<file path="config.mk">
export PLATFORM = sky130hd
export DESIGN_NAME = ps2_scancode_decoder
export DESIGN_NICKNAME = d
export VERILOG_FILES = /design/src/rtl/ps2_scancode_decoder.sv
export SDC_FILE = /design/constraint.sdc
export NUM_CORES = 1
export LEC_CHECK = 0
export BUFFER_PORTS_ARGS = -buffer_cell sky130_fd_sc_hd__buf_2
export CORE_UTILIZATION = 66
export CTS_BUF_LIST = sky130_fd_sc_hd__clkbuf_2 sky130_fd_sc_hd__clkbuf_4 sky130_fd_sc_hd__clkbuf_8
export DETAILED_ROUTE_END_ITERATION = 10
export PLACE_DENSITY = 0.9
export SETUP_SLACK_MARGIN = 0.3
export SLEW_MARGIN = 40
export SYNTH_ARGS = -nofsm -noshare
export SYNTH_HDL_FRONTEND = slang
export SYNTH_SLANG_ARGS = --single-unit
</file>
<file path="constraint.sdc">
create_clock -name ck -period 5.3 [get_ports ck]
set_input_delay 1.06 -clock ck [delete_from_list [all_inputs] [get_ports ck]]
set_output_delay 1.06 -clock ck [all_outputs]
set_load 0.05 [all_outputs]
</file>
<file path="src/rtl/ps2_scancode_decoder.sv">
// PS/2 set-2 scan-code decoder: turns the raw byte stream into make/break events
// with an extended-key flag and queues them in a small event FIFO.
module ps2_scancode_decoder #(
    parameter int FIFO_DEPTH     = 4,
    parameter int TIMEOUT_CYCLES = 100000
) (
    input  logic       ck,
    input  logic       reset,
    input  logic [7:0] in_byte,
    input  logic       in_valid,
    output logic [7:0] evt_code,
    output logic       evt_ext,
    output logic       evt_rel,
    output logic       evt_valid,
    input  logic       evt_ready,
    output logic [4:0] evt_count,
    output logic       proto_err,
    output logic       ovf
);

    localparam int             PTR_W     = (FIFO_DEPTH > 1) ? $clog2(FIFO_DEPTH) : 1;
    localparam int             TO_W      = $clog2(TIMEOUT_CYCLES + 1);
    localparam logic [TO_W-1:0] TO_LAST  = TO_W'(TIMEOUT_CYCLES - 1);
    localparam logic [4:0]     DEPTH_CNT = 5'(FIFO_DEPTH);

    typedef enum logic [2:0] {
        IDLE    = 3'd0,
        EXT     = 3'd1,
        BRK     = 3'd2,
        EXT_BRK = 3'd3,
        SKIP    = 3'd4
    } state_t;

    state_t          state_reg, state_next;
    logic [2:0]      skip_cnt_reg, skip_cnt_next;
    logic [TO_W-1:0] to_cnt_reg, to_cnt_next;
    logic            err_next;
    logic            push_req;
    logic [9:0]      push_data;

    // Event word layout: {ext, rel, code}
    logic [9:0]       mem_reg [FIFO_DEPTH];
    logic [PTR_W-1:0] wr_ptr_reg, rd_ptr_reg;
    logic [4:0]       count_reg;
    logic             proto_err_reg;
    logic             ovf_reg;
    logic             fifo_full, do_push, do_pop;
    logic [9:0]       head;

    always_ff @(posedge ck) begin
        if (reset) begin
            state_reg     <= IDLE;
            skip_cnt_reg  <= '0;
            to_cnt_reg    <= '0;
            proto_err_reg <= 1'b0;
        end else begin
            state_reg     <= state_next;
            skip_cnt_reg  <= skip_cnt_next;
            to_cnt_reg    <= to_cnt_next;
            proto_err_reg <= err_next;
        end
    end

    always_comb begin
        state_next    = state_reg;
        skip_cnt_next = skip_cnt_reg;
        to_cnt_next   = to_cnt_reg;
        err_next      = 1'b0;
        push_req      = 1'b0;
        push_data     = '0;
        if (in_valid) begin
            to_cnt_next = '0;
            case (state_reg)
                IDLE: begin
                    case (in_byte)
                        8'hE0: state_next = EXT;
                        8'hF0: state_next = BRK;
                        8'hE1: begin
                            state_next    = SKIP;
                            skip_cnt_next = 3'd7;
                        end
                        8'hAA, 8'hFA, 8'hEE, 8'hFE: ;
                        8'h00, 8'hFF: err_next = 1'b1;
                        default: begin
                            push_req  = 1'b1;
                            push_data = {2'b00, in_byte};
                        end
                    endcase
                end
                EXT: begin
                    case (in_byte)
                        8'hF0: state_next = EXT_BRK;
                        8'hE0: state_next = EXT;
                        8'hE1: begin
                            state_next    = SKIP;
                            skip_cnt_next = 3'd7;
                        end
                        // Fake-shift bytes wrapped around extended keys carry no meaning
                        8'h12, 8'h59: state_next = IDLE;
                        default: begin
                            state_next = IDLE;
                            push_req   = 1'b1;
                            push_data  = {2'b10, in_byte};
                        end
                    endcase
                end
                BRK: begin
                    state_next = IDLE;
                    case (in_byte)
                        8'hE0, 8'hF0, 8'hE1: err_next = 1'b1;
                        default: begin
                            push_req  = 1'b1;
                            push_data = {2'b01, in_byte};
                        end
                    endcase
                end
                EXT_BRK: begin
                    state_next = IDLE;
                    case (in_byte)
                        8'h12, 8'h59: ;
                        8'hE0, 8'hF0, 8'hE1: err_next = 1'b1;
                        default: begin
                            push_req  = 1'b1;
                            push_data = {2'b11, in_byte};
                        end
                    endcase
                end
                SKIP: begin
                    if (skip_cnt_reg <= 3'd1) begin
                        state_next    = IDLE;
                        skip_cnt_next = '0;
                    end else begin
                        skip_cnt_next = skip_cnt_reg - 3'd1;
                    end
                end
                default: state_next = IDLE;
            endcase
        end else if (state_reg != IDLE) begin
            if (to_cnt_reg == TO_LAST) begin
                state_next    = IDLE;
                skip_cnt_next = '0;
                to_cnt_next   = '0;
                err_next      = 1'b1;
            end else begin
                to_cnt_next = to_cnt_reg + 1'b1;
            end
        end
    end

    assign fifo_full = (count_reg == DEPTH_CNT);
    assign do_pop    = (count_reg != 5'd0) && evt_ready;
    // A full FIFO still accepts a push when the head leaves in the same cycle
    assign do_push   = push_req && (!fifo_full || do_pop);

    always_ff @(posedge ck) begin
        if (do_push) begin
            mem_reg[wr_ptr_reg] <= push_data;
        end
    end

    always_ff @(posedge ck) begin
        if (reset) begin
            wr_ptr_reg <= '0;
            rd_ptr_reg <= '0;
            count_reg  <= '0;
            ovf_reg    <= 1'b0;
        end else begin
            if (do_push) begin
                wr_ptr_reg <= wr_ptr_reg + 1'b1;
            end
            if (do_pop) begin
                rd_ptr_reg <= rd_ptr_reg + 1'b1;
            end
            if (do_push && !do_pop) begin
                count_reg <= count_reg + 5'd1;
            end else if (do_pop && !do_push) begin
                count_reg <= count_reg - 5'd1;
            end
            if (push_req && !do_push) begin
                ovf_reg <= 1'b1;
            end
        end
    end

    assign head      = mem_reg[rd_ptr_reg];
    assign evt_valid = (count_reg != 5'd0);
    assign evt_code  = evt_valid ? head[7:0] : 8'h00;
    assign evt_rel   = evt_valid ? head[8] : 1'b0;
    assign evt_ext   = evt_valid ? head[9] : 1'b0;
    assign evt_count = count_reg;
    assign proto_err = proto_err_reg;
    assign ovf       = ovf_reg;

endmodule

</file>
== Word-level counts from Yosys, hierarchy flattened ==
Memories as Yosys holds them, arrays and structs flattened. A register that Yosys moved wholly into a read port is not among the register bits.
Cells that the tools add are included.

* Bits of input ports: 12
* Output and inout bits: 18
* Memories: 1
* Word-level logic and storage cells: 100
* Bits in registers: 34
* Bits in writable memories: 40

{| class="wikitable"
|+ Memories
! memory !! words !! width !! rd ports !! clocked after Yosys merged registers in !! wr ports !! line !! RTL
|-
| mem_reg || 4 || 10 || 1 || 1 || 1 || 42 || <nowiki>logic [9:0] mem_reg [FIFO_DEPTH];</nowiki>
|}

* Magnitude comparators: 1
* Equality and inequality tests: 20
* Reduce and logical (&&, ||, !) cells: 26
* Add/subtract/negate cells: 6
* Multiplexer cells: 38

{| class="wikitable"
|+ Operators with widths
! operator !! count
|-
| $eq 8x8->1 const B || 8
|-
| $pmux 10 s4 || 1
|-
| $mux 10 || 3
|-
| $pmux 3 s3 || 3
|-
| $mux 3 || 7
|-
| $add 17x1->17 const B || 1
|-
| $eq 17x17->1 const B || 1
|-
| $mux 17 || 1
|-
| $mux 8 || 2
|-
| $mux 1 || 13
|-
| $mux 5 || 2
|-
| $reduce_or 2->1 || 5
|-
| $mux 9 || 1
|-
| $reduce_or 9->1 || 1
|-
| $eq 8x5->1 const B || 1
|-
| $eq 8x7->1 const B || 1
|-
| $logic_not 8->1 || 1
|-
| $reduce_and 4->1 || 2
|-
| $eq 3x2->1 const B || 2
|-
| $ne 3x2->1 const B || 2
|-
| $pmux 3 s2 || 1
|-
| $reduce_bool 2->1 || 3
|-
| $add 5x1->5 const B || 1
|-
| $eq 5x3->1 const B || 1
|-
| other kinds (19) || 27
|}

== Logic depth before layout (Yosys ltp) ==
* Depth in word-level cells: 10
* Gate-level depth with buffers: 14
* Gate-level depth less buffers: 13

== Worst setup path before layout ==
OpenSTA, ideal clock, no wires.

* Path type: in2reg
* From: input port in_byte[6]
* To: register count_reg[4], in the netlist evt_count[4]
* Path slack: 1.623 ns
* Setup time: 0.128 ns
* Stages: 14
* Path buffers: 1
* Required time: 5.172 ns
* Arrival time: 3.549 ns
* Cells stage by stage: clkbuf_1 > and4b_1 > o211a_1 > a21o_1 > a21oi_4 > ha_1 > inv_1 > ha_1 > nor2b_1 > o21a_1 > or3_1 > a21oi_1 > xnor2_1 > nor2_1

* Longest elaborated chain between the ends: 9
* Elaborated cells on any way between the ends: 25
* Classes of those cells: eq/ne: 10; mux: 6; reduce/logical: 9

{| class="wikitable"
|+ RTL lines
! what !! line !! RTL
|-
| from (decl) || 9 || <nowiki>input logic [7:0] in_byte,</nowiki>
|-
| $eq 8x8->1 (tied with other cells) || - ||
|-
| $reduce_or 9->1 (no line) (tied with other cells) || - ||
|-
| $mux 1, on equally long branches || - ||
|-
| $pmux 1 s3 (*) || 73 || <nowiki>case (state_reg)</nowiki>
|-
| $mux 1 (*) || 71 || <nowiki>if (in_valid) begin</nowiki>
|-
| $logic_and 1x1->1 (*) || 153 || <nowiki>assign do_push = push_req && (!fifo_full || do_pop);</nowiki>
|-
| named net do_push || 47 || <nowiki>logic fifo_full, do_push, do_pop;</nowiki>
|-
| $logic_not 1->1 || 176 || <nowiki>end else if (do_pop && !do_push) begin</nowiki>
|-
| $logic_and 1x1->1 || 176 ||
|-
| $reduce_bool 2->1 (no line) || - ||
|-
| to (signal assigned) || 175 || <nowiki>count_reg <= count_reg + 5'd1;</nowiki>
|-
| to (signal assigned) || 177 || <nowiki>count_reg <= count_reg - 5'd1;</nowiki>
|-
| to (decl) || 44 || <nowiki>logic [4:0] count_reg;</nowiki>
|}

The timed path passes the listed nets; every way through them passes the cells marked *.
A chain may end at the register's enable or synchronous reset.

== Final worst setup path ==
* From: input port in_byte[3]
* To: register count_reg[4], in the netlist evt_count[4]

Same word-level chain as after synthesis.

==> results.rst <==
.. list-table::
   :header-rows: 1

   * - Metric
     - Value
   * - Placed insts
     - 406
   * - Worst hold slack after final layout
     - 0.483 ns
   * - Source of the worst hold timing path
     - ovf
   * - Outcome
     - complete, no violations
   * - Global-route total usage across every layer
     - 25.3%
   * - Cell chain of the critical path
     - buf_2 -> nor4bb_1 -> a31oi_1 -> nand2_1 -> a21oi_4 -> ha_1 -> inv_1 -> ha_1 -> nor2b_1 -> o21a_1 -> or3_1 -> a21oi_1 -> xnor2_1 -> nor2_1
   * - Post-synthesis cell count
     - 319
   * - Main combinational cell family by area after synthesis
     - simple AND/OR/NAND/NOR gates
   * - Sinks on Clock Net
     - 76
   * - Critical Path Most Common Cell
     - ha_1
   * - YS warnings
     - 0
   * - Number of nets in the layout
     - 372
   * - Parity-gate share of the synthesized area counting xor and xnor cells
     - 5.52%
   * - Share of the cycle needed by the critical path after routing
     - 69.3%
   * - Ant diodes
     - 0
   * - Pin count of the biggest net entering global routing
     - 21
   * - Standby leakage power
     - 0.00149 uW
   * - Final Critical Period
     - 3.67 ns
   * - Floorplan die width
     - 76.4 um
   * - Die H
     - 76.4 um
   * - Hold Crit Depth
     - 2
   * - Area grow syn2layout
     - 9.90%
   * - Fin. Hold Viols
     - 0
   * - DRC violation count after routing
     - 0
   * - Synthesized net count
     - 344
   * - Number of post-CTS setup repair buffers
     - 0
   * - IR drop worst, VDD
     - 0.306 mV
   * - Post-CTS clock slew at the launch and capture registers of the worst setup and hold paths
     - 0.07 ns
   * - Startpoint of the most critical register-to-register path
     - state_reg[0]
   * - Count of boundary I/O pins
     - 30
   * - Commonest non-fill, non-tap cell in the layout
     - nor2_1
   * - Proportion of synthesized flip-flops having asynchronous set or reset
     - 0%
   * - Area of the placeable core
     - 5200 um^2
   * - Deepest level of the CTS H-tree
     - 3
   * - Average via count per standard cell
     - 5.72
   * - Worst slew pin tran
     - 0.649 ns
   * - Type of the setup path with the least slack
     - in -> reg
   * - Vias post-DR
     - 2,409
   * - Area fraction of the dominant cell type after synthesis
     - 32.9%
   * - Setup skew after layout
     - 0.00993 ns
   * - Final Routed Wirelength
     - 6660 um
   * - Compound-cell area share of the yosys netlist
     - 7.75%
   * - Number of antenna violations at the first check in global routing
     - 0
   * - Rel. slew slack
     - 56.7%
   * - Number of setup violations in the final report
     - 0
   * - Wire length of the first global-routing pass
     - 11,200 um
   * - Delay-heaviest family, CP
     - simple AND/OR/NAND/NOR gates
   * - Seq/Total Area, Yosys
     - 52.6%
   * - Fraction of final layout cells sized beyond drive strength 1
     - 18.2%
   * - Worst-path maximum fanout
     - 8
   * - Avg Cell Area, Syn
     - 11.4 um^2
   * - MaxCap Viol Count
     - 0
   * - Clk_lat worst skew
     - 0.35 ns
   * - Max Transition Viols Final
     - 0
   * - Remaining global-route overflow
     - 0
   * - FF-to-FF path depth
     - 13
   * - Hold Path Sink
     - ovf
   * - TritonCTS clock tree
     - done
   * - # hold bufs at CTS
     - 0
   * - Most frequent cells in the layout
     - nor2_1 (44), edfxtp_1 (40), dfxtp_1 (36), buf_2 (29), and2_1 (23)
   * - Initial Utilization
     - 70.1%
   * - Area of the die
     - 5830 um^2
   * - R2R Setup Slk
     - 2.02 ns
   * - Number of distinct library cells after synthesis
     - 57
   * - Adder-cell share of the synthesized area
     - 4.66%
   * - Dominant cells by area after synthesis
     - edfxtp_1 (33%), dfxtp_1 (20%), mux4_2 (6.2%)
   * - Multiplexer fraction of the synthesized cell area
     - 7.03%
   * - Most instantiated flip-flop cell in the synthesis netlist
     - edfxtp_1
   * - Setup repair after global routing missed its margin
     - no
   * - CP Data Arrival Time
     - 3.91 ns
   * - Cell Count, Final, Fillers Out
     - 421
   * - Placement Rows
     - 26
   * - Yosys top cell by area
     - edfxtp_1
   * - PostCTS Resize Cnt
     - 0
   * - Max Fclk
     - 272 MHz
   * - Number of buffer cells added on primary ports
     - 29
   * - Post-DRT Antenna Nets
     - 0
   * - Startpoint of the most critical setup path
     - in_byte[3]
   * - Number of CTS-inserted buffers
     - 9
   * - Number of synthesized register bits
     - 76
   * - Sum of net half-perimeters after detailed placement
     - 4670 um
   * - Number of flops mapped to enable cells by yosys
     - 40
   * - Critical path's slowest cell
     - nor4bb_1
   * - Wire length per cell
     - 15.8 um
   * - Number of global-route vias before repair
     - 2,355
   * - Post-synthesis instance area
     - 3650 um^2
   * - Class of the tightest hold or removal check
     - reg -> reg
   * - Delay of the slowest cell on the worst path
     - 0.55 ns
   * - Global placement routability congestion
     - 0.856
   * - R2R Path End
     - evt_count[4]
   * - Worst path bufs/invs
     - 2
   * - Type of destination of the critical path
     - flip-flop
   * - TritonRoute pass-1 iters
     - 4
   * - Root buffer selected by CTS
     - clkbuf_8
   * - Type of element launching the critical path
     - input port
   * - Largest register FFs
     - 40
   * - Maximum buffer depth of the clock tree
     - 2
   * - Setup total negative slack
     - 0 ns
   * - Endpoint required time on the critical path
     - 5.53 ns
   * - Simple logic cell fraction of the synthesized area
     - 19.8%
   * - Cell Pwr Density
     - 433 nW/um^2
   * - Iteration-0 DRC Markers
     - 179
[cell usage after synthesis, drive strengths merged, types with 6 or more instances]
cell	n
mux4	10
nor2	44
and2	23
buf	7
xor2	17
a21oi	9
nand2	18
o21ai	6
dfxtp	36
inv	9
edfxtp	40
ha	12
xnor2	6
nand3	11
[worst max path at each step]
stage / depth (start not counted) / endpoint
CTS: 14 / evt_count[4]
finish: 14 / evt_count[4]
global placement: 14 / evt_count[4]
global route: 14 / evt_count[4]
floorplan: 14 / evt_count[4]
detailed placement: 14 / evt_count[4]
[power by group]
part / total, uW / switching, uW / internal, uW / leakage [uW]
clock network: 426 / 201 / 225 / 0.0000979
logic: 587 / 394 / 193 / 0.000720
registers: 724 / 50.5 / 673 / 0.000668
total: 1740 / 645 / 1090 / 0.00149
[metrics by stage]
stage	cell area [um^2]	worst slack [ns]	util, %	total power, uW
after global placement	3820	1.46	73.4	1310
after detailed placement	3820	1.32	73.4	1320
after CTS	4010	1.69	77.1	1740
after floorplan	3650	1.62	-	1200
after global routing	4010	1.44	77.1	1820
final	4010	1.63	77.1	1740
[tightest hold or removal path: cells and delay by family (launching register included)]
family | cells | cell delay (ns)
and+or+nand+nor | 1 | 0.07
AOI/OAI and AO/OA | 1 | 0.05
DFF | 1 | 0.33
[area by class of cell]
class,count,area (um^2)
inverters,9,33.8
flip-flops and latches,76,1920
clock buffers,10,138
well taps,70,87.6
fillers,349,1190
multi-input cells,222,1630
repair buffers,29,145
clock inverters,5,52.6
[logic make-up (layout without fill, tap and decap cells)]
kind of cell,Yosys count,count (layout)
buffers and inverters,21,53
DFF,76,76
adders and majority gates,13,13
AOI/OAI and AO/OA,36,36
muxes,13,13
xor gates and xnor gates,23,23
and+or+nand+nor,137,137
[routing by layer]
layer,routed length [um],part of all wire [%],global-route usage [%]
met2,3400,51,42.6
met3,181,2.7,3.71
met1,2970,45,31.9
met4,111,1.7,12.9
met5,0,0,0
Note: power is estimated with default switching activity, not from simulation.
